===== src/rtl/uart_wb_bridge_if.sv =====
// Byte-stream and Wishbone signals between the UART bridge and its neighbours.
// The bridge takes the master modport. The UART side and the bus slave take the slave modport.
interface uart_wb_bridge_if;
  logic [7:0]  rx_data_i;
  logic        rx_valid_i;
  logic [7:0]  tx_data_o;
  logic        tx_valid_o;
  logic        tx_ready_i;
  logic [31:0] wb_adr_o;
  logic [31:0] wb_dat_o;
  logic [31:0] wb_dat_i;
  logic [3:0]  wb_sel_o;
  logic        wb_cyc_o;
  logic        wb_stb_o;
  logic        wb_we_o;
  logic        wb_ack_i;
  logic        wb_err_i;
  logic        rx_drop_o;

  modport master (
    input  rx_data_i, rx_valid_i, tx_ready_i, wb_dat_i, wb_ack_i, wb_err_i,
    output tx_data_o, tx_valid_o, wb_adr_o, wb_dat_o, wb_sel_o, wb_cyc_o,
           wb_stb_o, wb_we_o, rx_drop_o
  );

  modport slave (
    output rx_data_i, rx_valid_i, tx_ready_i, wb_dat_i, wb_ack_i, wb_err_i,
    input  tx_data_o, tx_valid_o, wb_adr_o, wb_dat_o, wb_sel_o, wb_cyc_o,
           wb_stb_o, wb_we_o, rx_drop_o
  );
endinterface


===== src/rtl/uart_wb_bridge.sv =====
// UART byte-stream to Wishbone master bridge.
// Command format: 'W' plus a 4-byte address plus 4 data bytes, or 'R' plus a 4-byte address.
// The bridge replies with status 'K' or 'E'. A successful read also returns 4 data bytes.
module uart_wb_bridge #(
  parameter int TIMEOUT_CYCLES = 255
) (
  input logic              clk_sys_i,
  input logic              reset_sys_i,
  uart_wb_bridge_if.master bus
);
  localparam logic [7:0]  CMD_W    = 8'h57;
  localparam logic [7:0]  CMD_R    = 8'h52;
  localparam logic [7:0]  ST_K     = 8'h4B;
  localparam logic [7:0]  ST_E     = 8'h45;
  localparam logic [15:0] TMO_LAST = 16'(TIMEOUT_CYCLES - 1);

  typedef enum logic [2:0] {S_IDLE, S_ADDR, S_WDATA, S_BUS, S_STATUS, S_RDATA} state_t;

  state_t      state, state_n;
  logic [1:0]  cnt, cnt_n;
  logic        wr_mode;
  logic [31:0] adr_q, wdat_q, rdat_q;
  logic [7:0]  status_q;
  logic [15:0] tmo_q;
  logic        drop_q;
  logic        term, tmo_hit;

  assign term    = bus.wb_ack_i | bus.wb_err_i;
  assign tmo_hit = (tmo_q == TMO_LAST);

  // Next-state and byte counter; the counter is shared by ADDR/WDATA/RDATA
  always_comb begin
    state_n = state;
    cnt_n   = cnt;
    case (state)
      S_IDLE: if (bus.rx_valid_i && (bus.rx_data_i == CMD_W || bus.rx_data_i == CMD_R)) begin
        state_n = S_ADDR;
        cnt_n   = 2'd0;
      end
      S_ADDR: if (bus.rx_valid_i) begin
        cnt_n = cnt + 2'd1;
        if (cnt == 2'd3) state_n = wr_mode ? S_WDATA : S_BUS;
      end
      S_WDATA: if (bus.rx_valid_i) begin
        cnt_n = cnt + 2'd1;
        if (cnt == 2'd3) state_n = S_BUS;
      end
      S_BUS: if (term || tmo_hit) state_n = S_STATUS;
      S_STATUS: if (bus.tx_ready_i) begin
        state_n = (!wr_mode && status_q == ST_K) ? S_RDATA : S_IDLE;
        cnt_n   = 2'd0;
      end
      S_RDATA: if (bus.tx_ready_i) begin
        cnt_n = cnt + 2'd1;
        if (cnt == 2'd3) state_n = S_IDLE;
      end
      default: begin
        state_n = S_IDLE;
        cnt_n   = 2'd0;
      end
    endcase
  end

  // State register plus command/response datapath
  always_ff @(posedge clk_sys_i) begin
    if (!reset_sys_i) begin
      state    <= S_IDLE;
      cnt      <= 2'd0;
      wr_mode  <= 1'b0;
      adr_q    <= '0;
      wdat_q   <= '0;
      rdat_q   <= '0;
      status_q <= '0;
      tmo_q    <= '0;
      drop_q   <= 1'b0;
    end else begin
      state  <= state_n;
      cnt    <= cnt_n;
      drop_q <= bus.rx_valid_i && (state == S_BUS || state == S_STATUS || state == S_RDATA);
      // The counter is held at zero outside BUS, so it is already clear when BUS is entered
      tmo_q  <= (state == S_BUS) ? tmo_q + 16'd1 : 16'd0;
      if (state == S_IDLE && bus.rx_valid_i) begin
        if (bus.rx_data_i == CMD_W) wr_mode <= 1'b1;
        if (bus.rx_data_i == CMD_R) wr_mode <= 1'b0;
      end
      if (state == S_ADDR && bus.rx_valid_i)  adr_q  <= {adr_q[23:0], bus.rx_data_i};
      if (state == S_WDATA && bus.rx_valid_i) wdat_q <= {wdat_q[23:0], bus.rx_data_i};
      // err beats ack; any termination beats the timeout on the same edge
      if (state == S_BUS) begin
        if (bus.wb_err_i) status_q <= ST_E;
        else if (bus.wb_ack_i) begin
          status_q <= ST_K;
          if (!wr_mode) rdat_q <= bus.wb_dat_i;
        end else if (tmo_hit) status_q <= ST_E;
      end
    end
  end

  assign bus.wb_cyc_o   = (state == S_BUS);
  assign bus.wb_stb_o   = (state == S_BUS);
  assign bus.wb_sel_o   = (state == S_BUS) ? 4'hF : 4'h0;
  assign bus.wb_we_o    = wr_mode;
  assign bus.wb_adr_o   = adr_q;
  assign bus.wb_dat_o   = wdat_q;
  assign bus.tx_valid_o = (state == S_STATUS) || (state == S_RDATA);
  assign bus.rx_drop_o  = drop_q;

  // Response byte select: status first, then the read word MSB first
  always_comb begin
    bus.tx_data_o = 8'h00;
    if (state == S_STATUS) bus.tx_data_o = status_q;
    else if (state == S_RDATA) begin
      case (cnt)
        2'd0:    bus.tx_data_o = rdat_q[31:24];
        2'd1:    bus.tx_data_o = rdat_q[23:16];
        2'd2:    bus.tx_data_o = rdat_q[15:8];
        default: bus.tx_data_o = rdat_q[7:0];
      endcase
    end
  end
endmodule

===== src/flat_wrapper.sv =====
// flat-port wrapper written by rule: the top's interface ports become plain ports
module uart_wb_bridge_flat 
#(
  parameter int TIMEOUT_CYCLES = 255
)
  (clk_sys_i, reset_sys_i, bus_rx_data_i, bus_rx_valid_i, bus_tx_ready_i, bus_wb_dat_i, bus_wb_ack_i, bus_wb_err_i, bus_tx_data_o, bus_tx_valid_o, bus_wb_adr_o, bus_wb_dat_o, bus_wb_sel_o, bus_wb_cyc_o, bus_wb_stb_o, bus_wb_we_o, bus_rx_drop_o);
  uart_wb_bridge_if bus_i ();
  input logic clk_sys_i;
  input logic reset_sys_i;
  input wire logic [$bits(bus_i.rx_data_i)-1:0] bus_rx_data_i;
  input wire logic [$bits(bus_i.rx_valid_i)-1:0] bus_rx_valid_i;
  input wire logic [$bits(bus_i.tx_ready_i)-1:0] bus_tx_ready_i;
  input wire logic [$bits(bus_i.wb_dat_i)-1:0] bus_wb_dat_i;
  input wire logic [$bits(bus_i.wb_ack_i)-1:0] bus_wb_ack_i;
  input wire logic [$bits(bus_i.wb_err_i)-1:0] bus_wb_err_i;
  output wire logic [$bits(bus_i.tx_data_o)-1:0] bus_tx_data_o;
  output wire logic [$bits(bus_i.tx_valid_o)-1:0] bus_tx_valid_o;
  output wire logic [$bits(bus_i.wb_adr_o)-1:0] bus_wb_adr_o;
  output wire logic [$bits(bus_i.wb_dat_o)-1:0] bus_wb_dat_o;
  output wire logic [$bits(bus_i.wb_sel_o)-1:0] bus_wb_sel_o;
  output wire logic [$bits(bus_i.wb_cyc_o)-1:0] bus_wb_cyc_o;
  output wire logic [$bits(bus_i.wb_stb_o)-1:0] bus_wb_stb_o;
  output wire logic [$bits(bus_i.wb_we_o)-1:0] bus_wb_we_o;
  output wire logic [$bits(bus_i.rx_drop_o)-1:0] bus_rx_drop_o;
  assign bus_i.rx_data_i = bus_rx_data_i;
  assign bus_i.rx_valid_i = bus_rx_valid_i;
  assign bus_i.tx_ready_i = bus_tx_ready_i;
  assign bus_i.wb_dat_i = bus_wb_dat_i;
  assign bus_i.wb_ack_i = bus_wb_ack_i;
  assign bus_i.wb_err_i = bus_wb_err_i;
  assign bus_tx_data_o = bus_i.tx_data_o;
  assign bus_tx_valid_o = bus_i.tx_valid_o;
  assign bus_wb_adr_o = bus_i.wb_adr_o;
  assign bus_wb_dat_o = bus_i.wb_dat_o;
  assign bus_wb_sel_o = bus_i.wb_sel_o;
  assign bus_wb_cyc_o = bus_i.wb_cyc_o;
  assign bus_wb_stb_o = bus_i.wb_stb_o;
  assign bus_wb_we_o = bus_i.wb_we_o;
  assign bus_rx_drop_o = bus_i.rx_drop_o;
  uart_wb_bridge #(.TIMEOUT_CYCLES(TIMEOUT_CYCLES)) u_core (.clk_sys_i(clk_sys_i), .reset_sys_i(reset_sys_i), .bus(bus_i));
endmodule

===== config.mk =====
export PLATFORM = sky130hd
export DESIGN_NAME = uart_wb_bridge_flat
export DESIGN_NICKNAME = d
export VERILOG_FILES = /design/src/rtl/uart_wb_bridge_if.sv /design/src/rtl/uart_wb_bridge.sv /design/src/flat_wrapper.sv
export SDC_FILE = /design/constraint.sdc
export NUM_CORES = 1
export LEC_CHECK = 0
export CORE_ASPECT_RATIO = 1.4
export CORE_UTILIZATION = 49
export CTS_CLUSTER_SIZE = 24
export DETAILED_ROUTE_END_ITERATION = 8
export PLACE_DENSITY = 0.79
export SETUP_SLACK_MARGIN = 0.15
export SKIP_CTS_REPAIR_TIMING = 1
export SLEW_MARGIN = 20
export SYNTH_ARGS = -nofsm -noshare
export SYNTH_HDL_FRONTEND = slang
export SYNTH_SLANG_ARGS = --single-unit

===== constraint.sdc =====
create_clock -name clk_sys_i -period 2.15 [get_ports clk_sys_i]
set_input_delay 0.3225 -clock clk_sys_i [delete_from_list [all_inputs] [get_ports clk_sys_i]]
set_output_delay 0.3225 -clock clk_sys_i [all_outputs]
set_load 0.01 [all_outputs]

# After elaboration in Yosys (flattened, before gate mapping)

Cells that the tools add are included.

Register bits: 127
Bits in latches: 0
Memory bits (writable): 0
ROM bits: 0
Bits of input ports: 46
Output and inout bits: 81
Word-level logic and storage cells: 86
Memories: 0

Add/subtract/negate cells: 2
Multiply operators: 0
Div/mod/pow operators: 0
Order comparisons: 0
Equal/unequal tests: 22
Shifts and indexed selects: 0
Muxes and demuxes: 26
Bitwise logic cells: 4
Reductions and logical operators: 23

Operators by type and width:

| cell                                                                    | number |
|---|---|
| 8-bit two-way mux                                                       | 5 |
| 3-bit two-way mux                                                       | 10 |
| 8-bit by 7-bit == test with 1-bit output, second input constant         | 3 |
| 8-bit one-hot mux with 3 select lines                                   | 1 |
| 3-bit one-hot mux with 6 select lines                                   | 1 |
| 16-bit by 1-bit adder with 16-bit output, second input constant         | 1 |
| 16-bit by 8-bit == test with 1-bit output, second input constant        | 1 |
| 2-bit by 1-bit inequality test with 1-bit output, second input constant | 6 |
| 2-bit one-hot mux with 5 select lines                                   | 1 |
| 9-bit AND reduction                                                     | 1 |
| 2-bit two-way mux                                                       | 4 |
| 2-bit inequality test, second input constant                            | 4 |
| 3-bit by 2-bit == test with 1-bit output, second input constant         | 2 |
| 3-bit == test, second input constant                                    | 2 |
| 1-bit logical AND                                                       | 6 |
| 2-bit AND reduction                                                     | 3 |
| 1-bit logical OR                                                        | 5 |
| 5-bit AND reduction                                                     | 1 |
| 2-bit == test, second input constant                                    | 2 |
| 4-bit two-way mux                                                       | 1 |
| 4-bit AND reduction                                                     | 1 |
| 3-bit by 1-bit == test with 1-bit output, second input constant         | 1 |
| 3-bit zero test                                                         | 1 |
| 1-bit two-way mux                                                       | 3 |
| other kinds (9)                                                         | 11 |

# Longest topological paths before layout

Word-level depth: 5
Mapped depth: 10
Depth with buffers taken out: 7

# Worst setup path before layout

No wires, ideal clock.

Path kind: reg-to-output
From: register u_core.cnt[0]
To: output bus_tx_data_o[2]
Arrival time: 1.387 ns
Setup slack: 0.441 ns
Stages on the path, launching flop included: 8
Buffers on the path: 1
Cells stage by stage: dfxtp_1 -> inv_1 -> ha_1 -> clkbuf_1 -> a222oi_1 -> o21ai_1 -> mux2i_1 -> nor2_1

Longest elaborated chain between the ends: 4
Elaborated cells between the ends (all ways): 6
Those cells by class: eq/ne: 2; mux: 3; reduce/logical: 1

RTL lines:

| item                                      | RTL line              | RTL |
|---|---|---|
| start, declared                           | uart_wb_bridge.sv:20  | `logic [1:0] cnt, cnt_n;` |
| start signal, assigned                    | uart_wb_bridge.sv:78  | `cnt <= cnt_n;` |
| 2-bit == test (tied with other cells)     | uart_wb_bridge.sv:113 | `case (cnt)` |
| 8-bit one-hot mux with 3 select lines (*) | uart_wb_bridge.sv:113 |  |
| 8-bit two-way mux (*)                     | uart_wb_bridge.sv:112 | `else if (state == S_RDATA) begin` |
| 8-bit two-way mux (*)                     | uart_wb_bridge.sv:111 | `if (state == S_STATUS) bus.tx_data_o = status_q;` |
| end, declared                             | flat_wrapper.sv:16    | `output wire logic [$bits(bus_i.tx_data_o)-1:0] bus_tx_data_o;` |

Every way passes the cells marked *; elsewhere a longest branch is shown, timed or not.

# Worst setup path in the final report

Same ends and word-level chain as after synthesis.

==> results.cfg <==
[global_route]
antenna_found_initial = 0
grt_max_degree = 85
overflow = 0
grt_first_pass_wirelength_mm = 20.1
grt_pass1_vias = 4396
track_usage = 0.245

[final_layout]
layout.nets = 801
nFillCells = 797
drive_gt1_frac = 0.117
multi_input_area_mm2 = 0.00231
diodes = 0
area_delta_synth_final_pct = 42.1
seq_area_mm2 = 0.00246

[clocking]
clk_latency_ns = 0.41
clock_sinks = 122
cts_tree = yes
root_buffer = clkbuf_16
htreeDepth = 4
clock_path_buffers = 2
cts_made_buffers = 17
clkTransAtPathRegs_ns = 0.05

[setup_path]
start_kind = register
critPathMaxFanout = 8
reg2reg_from = u_core.cnt[0]
required_ns = 1.83
r2r_slack_ns = 0.31
r2r-end = u_core.state[2]
critPathLaunch = u_core.cnt[0]
ff2ff_path_depth = 8
worst-setup-path-type = reg -> out
end_kind = primary output
crit_arrival_ns = 1.85

[logic_synthesis]
syn_avg_cell_area_um2 = 7.91
ys_ff_latch = 122
yosysWarnings = 0
ys_types = 51
syn_area_mm2 = 0.00497
synthTopCellsByArea = dfxtp_1, nand2_1, a21oi_1, nor2_1, clkbuf_1
synth_edf_count = 0
syn_inst = 628
seq_area_frac_synth = 0.492
yosysMostFrequentCell = nand2_1
ys.flop_type = dfxtp_1
ys_top_cells_by_count = nand2_1, dfxtp_1, a21oi_1
syn_nets = 680
yosys.area.top_type = dfxtp_1
netlist.area_leader.share = 0.492
async_flop_share = 0

[power_and_ir_drop]
pwr-share-comb = 0.152
p_sw_frac = 0.257
pwr_density_cell_mw_per_mm2 = 918
p_leak_nw = 2.56
max-vdd-ir-drop_v = 0.000628
p_int_mw = 4.82
pwr-share-seq = 0.379
clkPwrFrac = 0.469
p_switching_mw = 1.67

[place]
globalplace.congestion = 0.965
portBuffers = 126
place_ws_ns = -0.0357
dp_hpwl_mm = 8.67

[route]
dr.first_iter.drc_count = 361
dr.pass1.iters = 7
routedWlPerCell_um = 14.2
drc = 0
vias = 4714
drtAntennaViolNets = 0
wirelength_mm = 12.8
viasPerCell = 5.26

[timing]
clock_skew_ns = 0.00575
period_share = 1.01
max_freq_mhz = 459
rsz0062_at_grt = true
final_max_slew_viol_count = 0
maxSlewHeadroom = 0.595
tightest_slew_ns = 0.603
worst_slack_ns = -0.0271
hold_viol = 0
period_needed_ns = 2.18
setup_violations = 1
hold_ws_ns = 0.452

[floorplanning]
io_pins = 127
start_util = 0.502
fp.dieW_um = 87.1
fp.dieArea_mm2 = 0.0106
coreArea_mm2 = 0.00990
die_y_um = 121
num_rows = 43

[run_status]
violations = negative setup slack
outcome = finished, violations left

[job]
cap_violations = 0

[min_path]
whs_endpoint = u_core.bus.wb_adr_o[26]
hold_path_class = reg -> reg
min_from = u_core.bus.wb_adr_o[26]
hold-path-cell-count = 2
## registers in the layout, indices dropped and copies added (netlist names)
register,flops
u_core.bus.wb_we_o,1
u_core.bus.rx_drop_o,1
u_core.state,3
u_core.bus.wb_dat_o,32
u_core.status_q,3
u_core.bus.wb_adr_o,32
u_core.tmo_q,16
u_core.rdat_q,32
u_core.cnt,2
## metrics by stage
step / utilization / TNS (ns) / total power [mW] / instances / instance area (um2)
after floorplan: - / 0 / 3.04 / 628 / 4970
after global placement: 0.641 / 0 / 3.37 / 863 / 6350
after global routing: 0.713 / -0.248 / 6.72 / 897 / 7060
final: 0.713 / -0.0271 / 6.48 / 897 / 7060
after detailed placement: 0.641 / -0.0479 / 3.40 / 863 / 6350
after CTS: 0.706 / -4.32 / 6.42 / 895 / 6990
## cells by family (layout without fill, tap and decap cells)
group / Yosys count / count (layout) / share of synthesized area
buf+inv: 57 / 191 / 0.0559
flops: 122 / 122 / 0.492
xor+xnor: 13 / 13 / 0.0229
fa+ha+maj: 7 / 7 / 0.0174
mux: 3 / 3 / 0.00630
compound gates: 142 / 142 / 0.162
simple gates: 284 / 284 / 0.244
## layout by cell type (no fill, tap or decap), types with 6 or more instances in the layout
master           synthesis  routed
a21oi_1                109     108
clkdlybuf4s50_1          0     112
buf_4                    6      22
nand2b_1                 6       6
a222oi_1                 8       8
xor2_1                  10      10
clkbuf_16                0      17
o21ai_1                  8       8
dlymetal6s2s_1           0       6
nor2_1                  30      30
nand2_1                214     214
dfxtp_1                122     117
## power groups by stage
stage          clock, mW  combinational, mW  sequential [mW]
2_1_floorplan          0              0.587             2.46
3_3_place_gp           0              0.896             2.48
3_5_place_dp           0              0.914             2.48
4_1_cts             3.07              0.923             2.44
5_1_grt             3.18               1.07             2.47
6_report            3.04              0.982             2.46
## worst max path at each step
stage / end / slack (ns)
after global placement: bus_tx_data_o[2] / 0.008
after detailed placement: bus_tx_data_o[2] / -0.04
after CTS: bus_tx_data_o[2] / -0.48
after floorplan: bus_tx_data_o[2] / 0.44
after global routing: bus_tx_data_o[2] / -0.09
final: bus_tx_data_o[2] / -0.03
## final cells by class
cell class	instances	area share
multi-input combinational	449	0.327
clock buffer	19	0.0642
tap	135	0.0239
clock inverter	13	0.0271
sequential	122	0.348
inverter	9	0.00585
timing repair buffer	150	0.204
## worst max-delay path: stages (launching register included)
cell and delay, ns:
dfxtp_4 0.39, inv_4 0.05, ha_4 0.18, a222oi_1 0.37
o21ai_1 0.13, mux2i_1 0.15, nor2_1 0.06, clkbuf_2 0.12
## per-layer routing
| layer | wire (um) | GRT usage | up-vias |
|---|---|---|---|
| met3 | 759 | 0.0639 | 32 |
| met1 | 5050 | 0.284 | 2192 |
| met2 | 6550 | 0.422 | 165 |
| met4 | 406 | 0.101 | 0 |
| li1 | - | - | 2325 |
| met5 | 0 | 0 | - |
Note: power is estimated with default switching activity, not from simulation.
